**src/rtl/seg_pkg.sv**
```systemverilog
//------------------------------------------------------------------------------
// Module : seg_pkg
// Brief  : Segment codes and divider default shared by the seg_scan block.
// Rev    : 1.0  initial release
//------------------------------------------------------------------------------
`default_nettype none

package seg_pkg;

    localparam int c_div_default = 50000;

    // Active-low patterns, bit 0 = a ... bit 6 = g, bit 7 = dp (always off)
    localparam logic [7:0] c_seg_0     = 8'hC0;
    localparam logic [7:0] c_seg_1     = 8'hF9;
    localparam logic [7:0] c_seg_2     = 8'hA4;
    localparam logic [7:0] c_seg_3     = 8'hB0;
    localparam logic [7:0] c_seg_4     = 8'h99;
    localparam logic [7:0] c_seg_5     = 8'h92;
    localparam logic [7:0] c_seg_6     = 8'h82;
    localparam logic [7:0] c_seg_7     = 8'hF8;
    localparam logic [7:0] c_seg_8     = 8'h80;
    localparam logic [7:0] c_seg_9     = 8'h90;
    localparam logic [7:0] c_seg_dash  = 8'hBF;
    localparam logic [7:0] c_seg_blank = 8'hFF;

endpackage

`default_nettype wire

```
**src/rtl/seg_decode.sv**
```systemverilog
//------------------------------------------------------------------------------
// Module : seg_decode
// Brief  : Combinational BCD to active-low 7-segment decoder.
// Rev    : 1.0  initial release
//------------------------------------------------------------------------------
`default_nettype none

module seg_decode
    import seg_pkg::*;
(
    input  logic [3:0] dig,
    output logic [7:0] seg
);

    always_comb begin
        seg = c_seg_dash;
        case (dig)
            4'd0:    seg = c_seg_0;
            4'd1:    seg = c_seg_1;
            4'd2:    seg = c_seg_2;
            4'd3:    seg = c_seg_3;
            4'd4:    seg = c_seg_4;
            4'd5:    seg = c_seg_5;
            4'd6:    seg = c_seg_6;
            4'd7:    seg = c_seg_7;
            4'd8:    seg = c_seg_8;
            4'd9:    seg = c_seg_9;
            default: seg = c_seg_dash;
        endcase
    end

endmodule

`default_nettype wire

```
**src/rtl/seg_scan.sv**
```systemverilog
//------------------------------------------------------------------------------
// Module : seg_scan
// Brief  : Four-digit multiplexed 7-segment scanner with frame-synchronous
//          digit update and optional leading-zero blanking.
// Rev    : 1.0  initial release
//------------------------------------------------------------------------------
`default_nettype none

module seg_scan
    import seg_pkg::*;
#(
    parameter int DIV = c_div_default
) (
    input  logic       clk,
    input  logic       rst,
    input  logic [3:0] g,
    input  logic [3:0] s,
    input  logic [3:0] b,
    input  logic [3:0] q,
    input  logic       upd,
    input  logic       blank_lz,
    output logic [7:0] seg,
    output logic [3:0] an
);

    localparam int c_cw = (DIV > 1) ? $clog2(DIV) : 1;

    logic [c_cw-1:0] r_div;
    logic [1:0]      r_idx;
    logic [15:0]     r_pend_dig;
    logic            r_pend;
    logic [15:0]     r_disp;

    logic            w_tick;
    logic            w_frame;
    logic [1:0]      w_idx_nxt;
    logic [15:0]     w_disp_nxt;
    logic [3:0]      w_dig;
    logic [15:0]     w_upper;
    logic            w_blank;
    logic [7:0]      w_dec;

    assign w_tick     = (r_div == c_cw'(DIV - 1));
    assign w_frame    = w_tick && (r_idx == 2'd3) && r_pend;
    assign w_idx_nxt  = r_idx + 2'd1;
    // Output stage looks ahead so the new frame's first slot already shows new data
    assign w_disp_nxt = w_frame ? r_pend_dig : r_disp;
    assign w_dig      = w_disp_nxt[{w_idx_nxt, 2'b00} +: 4];
    assign w_upper    = w_disp_nxt >> {w_idx_nxt, 2'b00};
    assign w_blank    = blank_lz && (w_idx_nxt != 2'd0) && (w_upper == 16'd0);

    seg_decode u_decode (
        .dig (w_dig),
        .seg (w_dec)
    );

    always_ff @(posedge clk) begin
        if (rst) begin
            r_div      <= '0;
            r_idx      <= 2'd0;
            r_pend_dig <= 16'd0;
            r_pend     <= 1'b0;
            r_disp     <= 16'd0;
            an         <= 4'hF;
            seg        <= c_seg_blank;
        end else begin
            r_div <= w_tick ? '0 : r_div + c_cw'(1);

            // A fresh capture wins over the clear from a same-edge transfer
            if (upd) begin
                r_pend_dig <= {q, b, s, g};
                r_pend     <= 1'b1;
            end else if (w_frame) begin
                r_pend     <= 1'b0;
            end

            if (w_frame) begin
                r_disp <= r_pend_dig;
            end

            if (w_tick) begin
                r_idx <= w_idx_nxt;
                an    <= ~(4'b0001 << w_idx_nxt);
                seg   <= w_blank ? c_seg_blank : w_dec;
            end
        end
    end

endmodule

`default_nettype wire

```
**config.mk**
```make
export PLATFORM = sky130hd
export DESIGN_NAME = seg_scan
export DESIGN_NICKNAME = d
export VERILOG_FILES = /design/src/rtl/seg_pkg.sv /design/src/rtl/seg_decode.sv /design/src/rtl/seg_scan.sv
export SDC_FILE = /design/constraint.sdc
export NUM_CORES = 1
export LEC_CHECK = 0
export CORE_MARGIN = 10
export CORE_UTILIZATION = 50
export DETAILED_ROUTE_END_ITERATION = 12
export PLACE_DENSITY = 0.72
export REMOVE_ABC_BUFFERS = 1
export SLEW_MARGIN = 40
export SYNTH_ARGS = -nofsm -noshare
export SYNTH_HDL_FRONTEND = slang
export SYNTH_SLANG_ARGS = --single-unit
```
**constraint.sdc**
```tcl
create_clock -name clk -period 4 [get_ports clk]
set_input_delay 0.8 -clock clk [delete_from_list [all_inputs] [get_ports clk]]
set_output_delay 0.8 -clock clk [all_outputs]
set_load 0.01 [all_outputs]
```
==> results.tsv, run 1 <==
metric	value	unit
outcome	finished, final reports clean	
grt_pass1_vias	2540	
vias_per_cell	5.59	
ys_warn_count	0	
start_kind	flip-flop	
clock_latency	0.34	ns
cts_tree	done	
cp_slowest_cell	nor4b_2	
detailed_place_hpwl	4.99	mm
fin_crit_sh	79.5	%
yosys.cell_types.count	51	
ys_ff_latch	62	
io_buffers	30	
leakage	0.00139	uW
hold_violations	0	
place_inst	456	
instances_no_fill	472	
crit_path_max_fanout	20	
finClkSkew	0.00389	ns
max-vdd-ir-drop	0.245	mV
die_w	98.8	um
synth_ff_type	dfxtp_1	
numCtsBuffers	9	
ios	32	
seq_area_frac_synth	40.0	%
p_total	1260	uW
routed_wl	6.85	mm
n_fill_cell	544	
synth_area_leader_cell	dfxtp_1	
grt_max_degree	36	
critPathTopFamily	simple AND/OR/NAND/NOR gates	
finalSetupViolations	0	
cts-root-buf	clkbuf_8	
detailroute.via_count	2639	
cp_slowest_stage_delay	0.49	ns
mostFrequentLayoutCells	nand2_1, dfxtp_1, nor2_1	
die-area	0.00975	mm^2
place_ws	0.883	ns
netlist_instances	367	
yosysTopAreaCellShare	40.0	%
antenna_cells	0	
initial_core_util	52.1	%
worstMarginPinSlew	0.511	ns
avgSynthCellArea	8.45	um^2
drtPass1Iterations	4	
place.gp.congestion	0.912	
cp_num_buf_inv	1	
grt_pass1_wl	11.8	mm
clock_sinks	62	
drive_above_1_share	8.82	%
path_class	reg -> reg	
antenna_found_initial	0	
slew_violations	0	
clkTransAtPathRegs	0.06	ns
nets	423	
cts_resized	0	
postCtsSetupRepairBufs	0	
drc	0	
cts_buffer_depth	2	
path_cells	buf_4 -> ha_1 -> and2_1 -> nand2_1 -> mux4_1 -> a21oi_1 -> ha_1 -> nand3b_1 -> nor4b_2 -> a221oi_1 -> a211oi_1	
die_height	98.8	um
final_common_cell	nand2_1	
synth_enable_flop_cells	0	
rows	28	
synth_area_leaders	dfxtp_1, nand2_1, nor2_1	
setup_slack	0.818	ns
wl_per_cell	14.5	um
setup_tns	0	ns
design.core.area	0.00596	mm^2
syn2layout_area_growth	16.5	%
ant_nets	0	
cp_common_cell	ha_1	
critical_path.endpoint_type	flip-flop	
holdBufCountCts	0	
netlist_area	0.00310	mm^2
crit_arrival	3.44	ns
drt-initial-drc-count	116	
htreeDepth	3	
max_clock_freq	314	MHz
rsz0062_at_grt	no	
p_per_area	349	mW/mm^2
slew_headroom	65.9	%
grt_use_total	14.4	%
cp_data_required_time	4.26	ns
grt-ovfl-total	0	
async_flop_share	0	%
finalCriticalPeriod	3.18	ns
worstHoldPathType	reg -> reg	
cap_violations	0	
per-layer routing:
metal	vias up	part of all wire (%)	global-route usage [%]
met5	-	0	0
met4	0	1.7	5.40
met3	11	5.1	4.89
met2	58	44	21.5
met1	1244	49	18.5
li1	1326	-	-
Yosys cell counts, drive strengths merged, types with 2 or more instances:
cell and number:
inv 6, nor4 4, o21ai 14, o211ai 2, nor4b 3, buf 10, clkbuf 12, a31oi 4
dfxtp 62, nand4 5, a211oi 9, nor3 2, a211o 4, or4 4, nand2 69, ha 11
or2 3, and3 2, xnor2 6, and4 2, o21a 3, mux2i 16, a22oi 7, nor2 46
o22a 3, nand3 7, a21oi 24, a2111o 2, xor2 8, and2 4
worst register-to-register path, stage by stage (launching register included):
cell and delay, ns:
dfxtp_1 0.37, buf_4 0.26, ha_1 0.22, and2_1 0.33
nand2_1 0.12, mux4_1 0.26, a21oi_1 0.30, ha_1 0.23
nand3b_1 0.10, nor4b_2 0.49, a221oi_1 0.17, a211oi_1 0.24
logic make-up (layout without fill, tap and decap cells):
family	Yosys count	after routing	synth area share, %
AOI/OAI and AO/OA	77	77	16.5
other	1	1	0.121
buffers and inverters	29	59	4.96
muxes	17	17	6.01
adders and majority gates	11	11	4.44
DFF	62	62	40.0
xor gates and xnor gates	14	14	3.95
and+or+nand+nor	156	156	24.0
worst paths after layout:
kind                              start                  end  slack, ns  cells past startpoint
setup / recovery  r_idx[0]$_SDFFE_PP0N_  seg[4]$_SDFFE_PP1N_       0.82                     11
hold / removal      r_div[0]$_SDFF_PP0_  r_div[0]$_SDFF_PP0_       0.45                      1
setup reg to reg  r_idx[0]$_SDFFE_PP0N_  seg[4]$_SDFFE_PP1N_       0.82                     11
hold reg to reg     r_div[0]$_SDFF_PP0_  r_div[0]$_SDFF_PP0_       0.45                      1
power by group:
part / total, uW / switching [uW] / internal (uW)
Clock: 558 / 237 / 321
Combinational: 60.2 / 27.4 / 32.8
Sequential: 644 / 13.5 / 630
Total: 1260 / 278 / 984
area by class of cell:
cell class	instances	area, um^2	area share, %
clock buffer	13	159	4.40
sequential	62	1240	34.3
tap	75	93.8	2.60
clock inverter	3	42.5	1.18
timing repair buffer	36	340	9.42
multi-input combinational	276	1710	47.3
inverter	7	27.5	0.762
registers in the layout, summed over array words and instances (netlist names):
| register | cells |
|---|---|
| seg | 7 |
| r_disp | 16 |
| r_div | 16 |
| an | 4 |
| r_idx | 2 |
| r_pend | 1 |
| r_pend_dig | 16 |
metrics by stage:
step	area [um^2]	util [%]	hold slack (ns)
floorplan	2980	-	0.418
global placement	3410	57.3	0.432
detailed placement	3410	57.2	0.445
CTS	3610	60.6	0.459
global route	3610	60.7	0.470
finish	3610	60.7	0.451
No activity file was read; power rests on OpenSTA's default activity.
==> inputs of run 2 (changes only) <==
clock period = 3 ns   (was 4 ns; I/O delays follow)
==> results.tsv, run 2 (synthesis gave the netlist of run 1 again) <==
metric	value	unit	change
nets	434		was 423
initial_core_util	52.1	%	unchanged
detailroute.via_count	2674		was 2639
cp_data_required_time	3.23	ns	was 4.26 ns
crit_arrival	3.06	ns	was 3.44 ns
ant_nets	0		unchanged
use_met1	18.9	%	was 18.5%
r2r_start	r_div[0]$_SDFF_PP0_		was r_idx[0]$_SDFFE_PP0N_
holdPathStages	1		unchanged
antenna_cells	0		unchanged
place_ws	0.0918	ns	was 0.883 ns
cp-startpoint	r_div[0]$_SDFF_PP0_		was r_idx[0]$_SDFFE_PP0N_
r2r-end	seg[5]$_SDFFE_PP1N_		was seg[4]$_SDFFE_PP1N_
grt_pass1_wl	11.8	mm	about the same
drc	0		unchanged
setup_tns	0	ns	unchanged
cts-root-buf	clkbuf_8		unchanged
finClkSkew	0.00787	ns	was 0.00389 ns
io_buffers	30		unchanged
multi_input_area	0.00172	mm^2	was 0.00171 mm^2
place.gp.congestion	0.955		was 0.912
cts_tree	done		unchanged
vias_per_cell	5.54		was 5.59
clock_sinks	62		unchanged
clkTransAtPathRegs	0.06	ns	about the same
routed_wl	7.05	mm	was 6.85 mm
cp_slowest_stage_delay	0.35	ns	was 0.49 ns
reg2reg_depth	12		was 11
syn2layout_area_growth	19.2	%	was 16.5%
ff_latch_area	0.00124	mm^2	unchanged
wl_per_cell	14.6	um	was 14.5 um
cp_slowest_cell	dfxtp_1		was nor4b_2
top_usage_layer	met2		unchanged
mostFrequentLayoutCells	nand2_1, dfxtp_1, nor2_1		unchanged
grt-ovfl-total	0		unchanged
grtUsageMet2	21.5	%	about the same
p_total	1670	uW	was 1260 uW
antenna_found_initial	0		unchanged
p_per_area	450	mW/mm^2	was 349 mW/mm^2
cap_violations	0		unchanged
die_w	98.8	um	unchanged
max_clock_freq	353	MHz	was 314 MHz
drive_above_1_share	10.5	%	was 8.82%
cp_num_buf_inv	1		unchanged
finalSetupViolations	0		unchanged
cts_buffer_depth	2		unchanged
final_common_cell	nand2_1		unchanged
die-area	0.00975	mm^2	unchanged
largest_registers	r_disp: 16 flops, r_div: 16 flops, r_pend_dig: 16 flops		unchanged
instances_no_fill	483		was 472
detailed_place_hpwl	5.16	mm	was 4.99 mm
start_kind	flip-flop		unchanged
cp-endpoint	seg[5]$_SDFFE_PP1N_		was seg[4]$_SDFFE_PP1N_
numCtsBuffers	9		unchanged
cp_common_cell	ha_1		unchanged
leakage	0.00146	uW	was 0.00139 uW
cp.depth	12		was 11
setup_slack	0.169	ns	was 0.818 ns
grt_max_degree	37		was 36
grt_pass1_vias	2534		was 2540
critPathTopFamily	simple AND/OR/NAND/NOR gates		unchanged
fin_crit_sh	94.4	%	was 79.5%
design.core.area	0.00596	mm^2	unchanged
critical_path.endpoint_type	flip-flop		unchanged
place_inst	462		was 456
path_cells	ha_1 -> and3_1 -> nand4_1 -> buf_4 -> a211oi_1 -> o21ai_0 -> and2_1 -> ha_1 -> nand3b_1 -> nor4b_4 -> a221o_1 -> o22a_1		was buf_4 -> ha_1 -> and2_1 -> nand2_1 -> mux4_1 -> a21oi_1 -> ha_1 -> nand3b_1 -> nor4b_2 -> a221oi_1 -> a211oi_1
drtPass1Iterations	4		unchanged
ios	32		unchanged
n_fill_cell	568		was 544
ff2ff_setup_slack	0.17	ns	was 0.82 ns
slew_violations	0		unchanged
worstHoldPathType	reg -> reg		unchanged
hold_violations	0		unchanged
finalCriticalPeriod	2.83	ns	was 3.18 ns
outcome	finished, final reports clean		unchanged
htreeDepth	3		unchanged
rows	28		unchanged
drt-initial-drc-count	157		was 116
die_height	98.8	um	unchanged
path_class	reg -> reg		unchanged
clock_latency	0.34	ns	about the same
use_met3	4.33	%	was 4.89%
fin_util	62.1	%	was 60.7%
max-vdd-ir-drop	0.371	mV	was 0.245 mV
crit_path_max_fanout	5		was 20
grt_use_total	14.4	%	about the same
-- run 2: how the worst min path moves through the flow --
stage | start | end | slack (ns)
final | r_div[0]$_SDFF_PP0_ | r_div[0]$_SDFF_PP0_ | 0.45
after global routing | an[0]$_SDFFE_PP1N_ | an[0]$_SDFFE_PP1N_ | 0.48
after detailed placement | r_div[0]$_SDFF_PP0_ | r_div[0]$_SDFF_PP0_ | 0.44
after CTS | r_div[0]$_SDFF_PP0_ | r_div[0]$_SDFF_PP0_ | 0.45
after floorplan | r_div[0]$_SDFF_PP0_ | r_div[0]$_SDFF_PP0_ | 0.42
after global placement | r_div[0]$_SDFF_PP0_ | r_div[0]$_SDFF_PP0_ | 0.43
-- run 2: per-layer routing --
metal | share of wire [%] | vias up | wire (um)
met2 | 44 | 67 | 3070
met4 | 1.9 | 0 | 136
met5 | 0 | - | 0
met1 | 49 | 1246 | 3470
li1 | - | 1348 | -
met3 | 5.2 | 13 | 369
-- run 2: power by group --
part	switching [uW]	total, uW	internal (uW)
sequential	17.6	858	840
combinational	37.7	84.0	46.4
clock	316	723	407
-- run 2: timing repair --
action                                  CTS  global route
hold buffers                              0             0
hold endpoints to repair                  0             0
setup buffers                             0             5
gates resized for setup                   0             1
endpoints found under the setup margin    0             7
-- run 2: through the flow --
| stage | hold slack (ns) | instance area (um^2) |
|---|---|---|
| global route | 0.479 | 3700 |
| CTS | 0.451 | 3650 |
| floorplan | 0.418 | 2980 |
| finish | 0.451 | 3700 |
| detailed placement | 0.442 | 3460 |
| global placement | 0.433 | 3460 |
-- run 2: final cells by class --
type	instances	share of cell area, %
inverters	7	0.744
repair buffers	47	11.6
flip-flops and latches	62	33.6
multi-input cells	276	46.4
clock inverters	3	1.18
clock buffers	13	4.03
well taps	75	2.54
-- run 2: worst register-to-register path: stages, from the launching register on --
cell      delay [ns]
dfxtp_1         0.35
ha_1            0.18
and3_1          0.24
nand4_1         0.20
buf_4           0.22
a211oi_1        0.22
o21ai_0         0.13
and2_1          0.22
ha_1            0.23
nand3b_1        0.15
nor4b_4         0.08
a221o_1         0.34
o22a_1          0.18
